===== src/rtl/jpeg2000_cs_pkg.sv =====
// Shared JPEG2000 codestream marker bytes and the boundary-tracker state type.
package jpeg2000_cs_pkg;

    localparam logic [7:0] MRK_PREFIX = 8'hFF;
    localparam logic [7:0] MRK_SOC    = 8'h4F;
    localparam logic [7:0] MRK_EOC    = 8'hD9;

    typedef enum logic {
        IDLE  = 1'b0,
        IN_CS = 1'b1
    } cs_state_t;

endpackage


===== src/rtl/cs_word_fifo.sv =====
// Word FIFO with a combinational read port so a popped entry is usable in the same
// cycle; o_level is the registered occupancy.
module cs_word_fifo #(
    parameter int DEPTH = 16,
    parameter int WIDTH = 36
) (
    input  logic                     clk,
    input  logic                     rst_n,
    input  logic                     i_push,
    input  logic [WIDTH-1:0]         i_wdata,
    input  logic                     i_pop,
    output logic [WIDTH-1:0]         o_rdata,
    output logic                     o_full,
    output logic                     o_empty,
    output logic [$clog2(DEPTH):0]   o_level
);
    localparam int AW = $clog2(DEPTH);
    localparam logic [AW:0] FULL_CNT = (AW+1)'(DEPTH);

    logic [WIDTH-1:0] r_mem [DEPTH];
    logic [AW-1:0]    r_wr_ptr;
    logic [AW-1:0]    r_rd_ptr;
    logic [AW:0]      r_count;
    logic             w_push_ok;
    logic             w_pop_ok;

    assign o_full    = (r_count == FULL_CNT);
    assign o_empty   = (r_count == '0);
    assign o_level   = r_count;
    assign o_rdata   = r_mem[r_rd_ptr];
    // A push into a full FIFO is legal when the head leaves in the same cycle.
    assign w_pop_ok  = i_pop && !o_empty;
    assign w_push_ok = i_push && (!o_full || w_pop_ok);

    always_ff @(posedge clk) begin
        if (w_push_ok) begin
            r_mem[r_wr_ptr] <= i_wdata;
        end
    end

    always_ff @(posedge clk or negedge rst_n) begin
        if (!rst_n) begin
            r_wr_ptr <= '0;
            r_rd_ptr <= '0;
            r_count  <= '0;
        end else begin
            if (w_push_ok) begin
                r_wr_ptr <= r_wr_ptr + AW'(1);
            end
            if (w_pop_ok) begin
                r_rd_ptr <= r_rd_ptr + AW'(1);
            end
            case ({w_push_ok, w_pop_ok})
                2'b10:   r_count <= r_count + (AW+1)'(1);
                2'b01:   r_count <= r_count - (AW+1)'(1);
                default: r_count <= r_count;
            endcase
        end
    end

endmodule


===== src/rtl/codestream_sink.sv =====
// Consumes byte-enabled word writes, emits them as a big-endian byte stream and
// measures each SOC..EOC codestream; flags address gaps and dropped writes.
module codestream_sink
    import jpeg2000_cs_pkg::*;
#(
    parameter int FIFO_DEPTH = 16,
    parameter int ADDR_CHECK = 1
) (
    input  logic                          clk_dwt,
    input  logic                          rst,
    input  logic [3:0]                    write_en,
    input  logic [31:0]                   output_address,
    input  logic [31:0]                   output_to_fpga_32,
    output logic [7:0]                    byte_data,
    output logic                          byte_valid,
    input  logic                          byte_ready,
    output logic                          byte_soc,
    output logic                          byte_eoc,
    output logic                          cs_done,
    output logic [31:0]                   cs_len,
    output logic [$clog2(FIFO_DEPTH):0]   fifo_level,
    output logic                          addr_err,
    output logic                          ovf,
    input  logic                          clear_err
);
    logic        w_wr, w_push, w_pop, w_drop, w_full, w_empty;
    logic [35:0] w_fifo_rdata;
    logic [1:0]  w_lane_idx;
    logic [3:0]  w_lane_rem;
    logic        w_hs, w_is_soc, w_is_eoc, w_cs_end, w_addr_mis;

    logic [3:0]  r_lanes;
    logic [31:0] r_data;
    logic        r_prev_ff;
    cs_state_t   r_state;
    logic [31:0] r_cnt;
    logic [31:0] r_cs_len;
    logic        r_cs_done;
    logic        r_have_prev;
    logic [31:0] r_prev_addr;
    logic        r_addr_err;
    logic        r_ovf;

    assign w_wr   = |write_en;
    assign w_push = w_wr && (!w_full || w_pop);
    assign w_drop = w_wr && w_full && !w_pop;

    cs_word_fifo #(
        .DEPTH (FIFO_DEPTH),
        .WIDTH (36)
    ) u_fifo (
        .clk     (clk_dwt),
        .rst_n   (rst),
        .i_push  (w_push),
        .i_wdata ({write_en, output_to_fpga_32}),
        .i_pop   (w_pop),
        .o_rdata (w_fifo_rdata),
        .o_full  (w_full),
        .o_empty (w_empty),
        .o_level (fifo_level)
    );

    // r_lanes holds the lanes still to be sent; the highest one is on the bus.
    always_comb begin
        w_lane_idx = 2'd0;
        if (r_lanes[3]) begin
            w_lane_idx = 2'd3;
        end else if (r_lanes[2]) begin
            w_lane_idx = 2'd2;
        end else if (r_lanes[1]) begin
            w_lane_idx = 2'd1;
        end
    end

    assign w_lane_rem = r_lanes & ~(4'b0001 << w_lane_idx);
    assign byte_valid = |r_lanes;
    assign byte_data  = byte_valid ? r_data[{w_lane_idx, 3'b000} +: 8] : 8'h00;
    assign w_hs       = byte_valid && byte_ready;
    assign w_pop      = (!byte_valid || (w_hs && (w_lane_rem == 4'd0))) && !w_empty;
    assign w_is_soc   = byte_valid && r_prev_ff && (byte_data == MRK_SOC);
    assign w_is_eoc   = byte_valid && r_prev_ff && (byte_data == MRK_EOC);
    assign w_cs_end   = w_hs && w_is_eoc && !w_is_soc && (r_state == IN_CS);
    assign byte_soc   = w_is_soc;
    assign byte_eoc   = w_is_eoc;
    assign cs_done    = r_cs_done;
    assign cs_len     = r_cs_len;
    assign addr_err   = r_addr_err;
    assign ovf        = r_ovf;

    always_ff @(posedge clk_dwt or negedge rst) begin
        if (!rst) begin
            r_lanes <= 4'd0;
            r_data  <= 32'd0;
        end else if (w_pop) begin
            r_lanes <= w_fifo_rdata[35:32];
            r_data  <= w_fifo_rdata[31:0];
        end else if (w_hs) begin
            r_lanes <= w_lane_rem;
        end
    end

    always_ff @(posedge clk_dwt or negedge rst) begin
        if (!rst) begin
            r_prev_ff <= 1'b0;
            r_state   <= IDLE;
            r_cnt     <= 32'd0;
            r_cs_len  <= 32'd0;
            r_cs_done <= 1'b0;
        end else begin
            r_cs_done <= 1'b0;
            if (w_hs) begin
                r_prev_ff <= (byte_data == MRK_PREFIX);
                // A SOC always (re)starts the count, even inside a codestream.
                if (w_is_soc) begin
                    r_state <= IN_CS;
                    r_cnt   <= 32'd2;
                end else if (w_cs_end) begin
                    r_state   <= IDLE;
                    r_cs_len  <= r_cnt + 32'd1;
                    r_cs_done <= 1'b1;
                end else if (r_state == IN_CS) begin
                    r_cnt <= r_cnt + 32'd1;
                end
            end
        end
    end

    assign w_addr_mis = (ADDR_CHECK != 0) && w_wr && r_have_prev
                        && (output_address != r_prev_addr + 32'd1);

    always_ff @(posedge clk_dwt or negedge rst) begin
        if (!rst) begin
            r_have_prev <= 1'b0;
            r_prev_addr <= 32'd0;
            r_addr_err  <= 1'b0;
            r_ovf       <= 1'b0;
        end else begin
            if (w_cs_end) begin
                r_have_prev <= 1'b0;
            end
            if (w_wr) begin
                r_have_prev <= 1'b1;
                r_prev_addr <= output_address;
            end
            r_addr_err <= (r_addr_err && !clear_err) || w_addr_mis;
            r_ovf      <= (r_ovf && !clear_err) || w_drop;
        end
    end

endmodule


===== config.mk =====
export PLATFORM = sky130hd
export DESIGN_NAME = codestream_sink
export DESIGN_NICKNAME = d
export VERILOG_FILES = /design/src/rtl/jpeg2000_cs_pkg.sv /design/src/rtl/cs_word_fifo.sv /design/src/rtl/codestream_sink.sv
export SDC_FILE = /design/constraint.sdc
export NUM_CORES = 1
export LEC_CHECK = 0
export ABC_AREA = 1
export BUFFER_PORTS_ARGS = -buffer_cell sky130_fd_sc_hd__buf_2
export CORE_MARGIN = 2
export CORE_UTILIZATION = 30
export CTS_CLUSTER_DIAMETER = 50
export DETAILED_ROUTE_END_ITERATION = 12
export PLACE_DENSITY_LB_ADDON = 0.08
export SETUP_SLACK_MARGIN = 0.4
export SLEW_MARGIN = 20
export SYNTH_ARGS = -nofsm -noshare
export SYNTH_HDL_FRONTEND = slang
export SYNTH_SLANG_ARGS = --single-unit
export TNS_END_PERCENT = 5

===== constraint.sdc =====
create_clock -name clk_dwt -period 9.05 [get_ports clk_dwt]
set_input_delay 0.4525 -clock clk_dwt [delete_from_list [all_inputs] [get_ports clk_dwt]]
set_output_delay 0.4525 -clock clk_dwt [all_outputs]
set_load 0.02 [all_outputs]

# Word level (Yosys, flattened, before mapping)
# Memories as Yosys holds them, arrays and structs flattened.
# Cells that the tools add are included.
# word_totals
reg_bits,151
ramBits,576
input_bits,72
n_memories,1
# mem_list
name,depth,width,rd,rd_clocked_by_memory_dff,write_ports,line_no,rtl
u_fifo.r_mem,16,36,1,0,1,cs_word_fifo.sv:20,logic [WIDTH-1:0] r_mem [DEPTH];
# op_classes
n_addsub,6
eq_ne,8
shifts,2
mux,18
n_bitwise,3
reduce_logical,41
# ops
op,n
2-to-1 mux 32 bit,3
"adder 32 x 1 -> 32 bit, second input constant",2
inequality test 32 bit,1
indexed part select 32 x 6 -> 8 bit,1
logical AND 1 bit,18
"equality test 8 bit, second input constant",2
case mux 5 bit (2 select lines),1
nonzero test 2 bit,5
2-to-1 mux 1 bit,9
"adder 4 x 1 -> 4 bit, second input constant",2
"equality test 8 x 7 -> 1 bit, second input constant",1
2-to-1 mux 4 bit,2
2-to-1 mux 8 bit,1
OR reduction 4 bit,2
logical NOT 1 bit,6
AND reduction 3 bit,2
"adder 5 x 1 -> 5 bit, second input constant",1
"equality test 5 bit, second input constant",1
logical NOT 5 bit,1
logical OR 1 bit,5
"subtractor 5 x 1 -> 5 bit, second input constant",1
AND 4 bit,1
logical NOT 4 bit,1
2-to-1 mux 2 bit,2
other kinds (7),7

# Logic depth before layout (Yosys ltp)
# logic_depth
ltp_word,15
depth_mapped,19

# Modules after synthesis
# From an unflattened synthesis, not the netlist that was laid out.
# unflattened
cells_unflattened,2950
area_unflattened_um2,31468.9
# by_module_without_submodules
mod,n_inst,cells_per_inst,area_per_inst_um2,seq_area_each_um2
cs_word_fifo,1,1775,23401.2,17621.9
codestream_sink,1,1175,8067.7,3453.3

# Worst setup path before layout
# Ideal clock, no wire load.
# synth_timing
kind,reg2reg
start,reg r_lanes[3]
end,"mem u_fifo.r_mem[11][0], enable pin"
t_arrival_ns,3.130
slack_ns,5.491
path_stages_with_launch,12
n_path_buf,0
period_less_slack_ns,3.559
path_cell_list,dfrtp_1 > nor2_4 > nand2_1 > nor2_4 > inv_2 > o21ai_0 > o21ai_0 > nand2_1 > nand2_1 > inv_1 > nand2_1 > nor2_1
# synth_lines
element,line_no,rtl
from (decl),codestream_sink.sv:32,logic [3:0] r_lanes;
from (signal assigned),codestream_sink.sv:95,r_lanes <= w_fifo_rdata[35:32];
from (signal assigned),codestream_sink.sv:98,r_lanes <= w_lane_rem;
OR reduction 4 bit (*),codestream_sink.sv:76,assign byte_valid = |r_lanes;
net byte_valid,codestream_sink.sv:15,"output logic byte_valid,"
logical AND 1 bit,codestream_sink.sv:78,assign w_hs = byte_valid && byte_ready;
logical AND 1 bit,codestream_sink.sv:79,assign w_pop = (!byte_valid || (w_hs && (w_lane_rem == 4'd0))) && !w_empty;
logical OR 1 bit (*),codestream_sink.sv:79,
logical AND 1 bit (*),codestream_sink.sv:79,
logical OR 1 bit / logical AND 1 bit (equally long branches),"codestream_sink.sv:45, cs_word_fifo.sv:32",
logical AND 1 bit / logical OR 1 bit (equally long branches),"codestream_sink.sv:45, cs_word_fifo.sv:33",
logical AND 1 bit (*),cs_word_fifo.sv:33,assign w_push_ok = i_push && (!o_full || w_pop_ok);
2-to-1 mux 1 bit (*),cs_word_fifo.sv:36,if (w_push_ok) begin
2-to-1 mux 1 bit (not written as such) (*),cs_word_fifo.sv:37,r_mem[r_wr_ptr] <= i_wdata;
to (decl),cs_word_fifo.sv:20,
# The timed path passes the listed nets; every way through them passes the cells marked *.

# Worst setup path after layout
# layout_timing
start,reg r_lanes[3]
end,"mem u_fifo.r_mem[8][25], enable pin"
# layout_between
elab_chain_cells,13
# layout_lines
element,line_no,rtl
2-to-1 mux 2 bit,codestream_sink.sv:66,if (r_lanes[3]) begin
<< shifter 1 x 2 -> 4 bit,codestream_sink.sv:75,assign w_lane_rem = r_lanes & ~(4'b0001 << w_lane_idx);
inverter 4 bit,codestream_sink.sv:75,
AND 4 bit,codestream_sink.sv:75,
logical NOT 4 bit,codestream_sink.sv:79,
logical AND 1 bit,codestream_sink.sv:79,
logical OR 1 bit (*),codestream_sink.sv:79,
logical AND 1 bit (*),codestream_sink.sv:79,
logical OR 1 bit / logical AND 1 bit (equally long branches),"codestream_sink.sv:45, cs_word_fifo.sv:32",
logical AND 1 bit / logical OR 1 bit (equally long branches),"codestream_sink.sv:45, cs_word_fifo.sv:33",
logical AND 1 bit (*),cs_word_fifo.sv:33,
2-to-1 mux 1 bit (*),cs_word_fifo.sv:36,
2-to-1 mux 1 bit (not written as such) (*),cs_word_fifo.sv:37,
# Every way passes the cells marked *; elsewhere a longest branch is shown, timed or not.

==> summary.txt <==
Status
  – Status: finished clean

STA
  – Worst Tran Pin Value: 0.994 ns
  – RSZ-0062 raised after global routing: false
  – Min Tclk post-route: 3.78 ns
  – Worst Skew: 0.0245 ns
  – Crit share post-route: 41.7%
  – Relative slew slack: 33.7%
  – Setup Viol. Count Final: 0
  – Setup TNS: 0 ns
  – Fin. max-slew vios: 0
  – Hold Violations, Final: 0
  – Fmax: 265 MHz

Floorplan
  – Starting Density: 30.2%
  – Die Area: 0.105 sq mm
  – Core area: 0.102 sq mm
  – Rows: 117
  – Die extent in y: 324 microns
  – Num ports: 123
  – Die Wd: 324 microns

Drt
  – Detail Route met2 WL: 43700 microns
  – Antenna Nets Post-Route: 0
  – Wire per inst: 21.7 microns
  – Routed wire length: 92600 microns
  – Met3 wire len: 4370 microns
  – Top layer used by detailed routing: met5
  – Number of DRC markers in iteration 0: 1507
  – Vias per cell: 4.98
  – DR vias: 21.2k
  – DRC: 0
  – Drt pass-1 iters: 5
  – Met1 Wirelength: 42700 microns

Power
  – Design Power: 12.2 mW
  – Internal power: 7.70 mW
  – Sequential Power Share: 37.6%
  – Peak supply drop: 0.223 mV
  – Switching share of power: 36.9%
  – Clock Power Share: 33.2%
  – Power density over cell area: 335 mW/mm^2
  – Gate power share: 29.2%
  – Total net switching power: 4.51 mW
  – Pleak: 13.2 nW

Clock network
  – Sink Count: 727
  – Clk buf depth: 3
  – Inserted Clock Buffers: 102
  – Clk_lat worst skew: 0.67 ns
  – Clock Pin Slew Worst Setup and Hold Paths: 0.06 ns
  – CTS Hold Bufs: 10
  – CTS tree: yes
  – Post-CTS setup buffer count: 0
  – Htree depth: 3
  – Cts repair resizes: 0
  – CTS root buffer: clkbuf_16

Flow run
  – Maxcap violations: 0

Hold path
  – Hold Crit Class: primary input to flop

Setup path
  – Most common cell on crit path: nand2_1
  – Worst path cell trace: nor2_4 > nand2_1 > nor2_4 > inv_2 > o21ai_0 > o21ai_0 > nand2_1 > nand2_1 > inv_1 > nand2_1 > nor2_4 > buf_4
  – Worst-path cell with the longest stage delay: nor2_4
  – CP Buf/Inv Count: 3
  – Crit start category: flop
  – Setup CP Type: flop to flop
  – Worst EP required: 9.38 ns
  – CP delay by family, top: simple AND/OR/NAND/NOR gates
  – Crit path max fanout: 21
  – Largest stage delay, worst path: 0.81 ns
  – Worst Path Arrival: 4.11 ns
  – Crit end category: flop

Global routing
  – Largest net degree at the start of global routing: 197
  – GRT Residual Overflow: 0
  – First-pass GRT wire length: 138000 microns
  – Vias in the first global route: 21.1k
  – Initial antenna violation count: 5
  – All-layer global routing usage: 17.5%

Logic synthesis
  – Cell count after synthesis: 2689
  – Top cell type's share of synthesized area: 56.2%
  – Syn nets: 2773
  – Synth warnings: 0
  – Most area-hungry cell type in the Yosys netlist: edfxtp_1
  – Seq/Total Area, Yosys: 68.5%
  – Ranking of synthesized cells by area: edfxtp_1, dfrtp_1, o21ai_0, nor2_1, nand2_1
  – Seq cells post-synth: 727
  – Cell area after synthesis: 0.0308 sq mm
  – Distinct cells, synth: 42
  – Avg Cell Area, Syn: 11.4 sq um

Final layout
  – Fraction of layout cells with a size suffix above 1: 12.7%
  – Nets: 2889
  – Fill cells: 10.1k
  – P&R area growth vs syn: 18.4%
  – Final Util: 35.8%

Placed design
  – RePlAce Congestion: 0.849
  – DP Wirelength: 53800 microns
  – I/O Buffers: 122
## cells in the mapped netlist (all sizes together)
master,count
or2,2
nand3,175
o22ai,22
nor2,397
a21oi,20
nor3,14
o211ai,20
o32ai,1
fa,1
nand2,380
o21a,17
nand4,36
clkinv,1
clkbuf,124
buf,30
nand3b,8
inv,124
o221ai,122
a211oi,1
dfrtp,151
edfxtp,576
o21ai,383
nor4,3
o21bai,3
and3,1
ha,11
a31oi,1
xor2,38
xnor2,27
## tightest hold or removal path: cells and delay by family
family	cells	cell delay, ns
buf+inv	1	0.11
simple gates	2	0.11
## power by group through the flow
| stage | Clock [mW] | Combinational, mW | Sequential, mW |
|---|---|---|---|
| floorplan | 0 | 2.27 | 4.50 |
| global placement | 0 | 3.59 | 4.66 |
| detailed placement | 0 | 3.62 | 4.66 |
| CTS | 4.16 | 3.64 | 4.60 |
| global route | 4.29 | 3.97 | 4.65 |
| finish | 4.05 | 3.56 | 4.59 |
## placed cells by master, fill, tap and decap left out, drive strengths merged, types with 2 or more instances in the layout
cell	n
o21a	17
inv	137
o221ai	122
dfrtp	151
clkbuf	121
buf	156
o21bai	3
o21ai	383
o211ai	20
nand3b	8
or2	2
nand4	36
bufinv	13
ha	11
xor2	38
nand3	175
dlygate4sd3	10
a21oi	20
o22ai	22
xnor2	27
nor2	397
nor4	3
edfxtp	576
nand2	380
clkinv	34
diode	3
nor3	14
clkinvlp	8
## flip-flops by register name, indices dropped and copies added (netlist names)
register	count
r_have_prev	1
addr_err	1
r_prev_ff	1
u_fifo.r_rd_ptr	4
u_fifo.r_mem	576
ovf	1
cs_done	1
u_fifo.o_level	5
r_data	32
r_lanes	4
r_prev_addr	32
r_state	1
r_cnt	32
cs_len	32
u_fifo.r_wr_ptr	4
## cell families (layout without fill, tap and decap cells)
group	count (synthesis)	after routing	share of synthesized area (%)
flops	727	727	68.5
other cells	0	3	0
xor+xnor	65	65	1.85
buf+inv	279	479	3.71
compound gates	590	590	11.5
fa+ha+maj	12	12	0.512
simple gates	1016	1016	13.9
## path summary, 6_finish.rpt
path | start | end | slack, ns | cells past startpoint
max | r_lanes[3]$_DFFE_PN0P_ | u_fifo.r_mem[8][25]$_DFFE_PP_ | 5.27 | 12
min | output_address[25] | r_prev_addr[25]$_DFFE_PN0P_ | 0.04 | 3
max reg2reg | r_lanes[3]$_DFFE_PN0P_ | u_fifo.r_mem[8][25]$_DFFE_PP_ | 5.27 | 12
min reg2reg | cs_len[18]$_DFFE_PN0P_ | cs_len[18]$_DFFE_PN0P_ | 0.46 | 2
max in group asynchronous | rst | r_prev_addr[16]$_DFFE_PN0P_ | 7.51 | 3
min in group asynchronous | rst | cs_len[10]$_DFFE_PN0P_ | 0.24 | 2
## through the flow
stage / std cells / worst slack, ns / hold slack (ns) / area [sq um]
5_1_grt: 4257 / 4.96 / 0.0270 / 36400
4_1_cts: 4257 / 5.19 / 0.00193 / 36400
3_3_place_gp: 4059 / 4.65 / 0.343 / 32900
2_1_floorplan: 2689 / 5.49 / 0.157 / 30800
6_report: 4260 / 5.27 / 0.0418 / 36400
3_5_place_dp: 4059 / 4.56 / 0.350 / 32900
## final cells by class
class | count | area (sq um) | share of cell area [%]
sequential | 727 | 21100 | 57.9
multi-input combinational | 1683 | 8690 | 23.9
clock buffer | 121 | 2690 | 7.38
tap | 1368 | 1710 | 4.70
timing repair buffer | 166 | 985 | 2.70
clock inverter | 67 | 769 | 2.11
inverter | 125 | 482 | 1.32
antenna | 3 | 7.51 | 0.0206
## layer usage
metal / global-route usage [%] / vias to the layer above
li1: - / 9933
met1: 24.2 / 10700
met2: 28.7 / 491
met3: 2.91 / 123
met4: 4.29 / 2
met5: 0 / -
No activity file was read; power rests on OpenSTA's default activity.
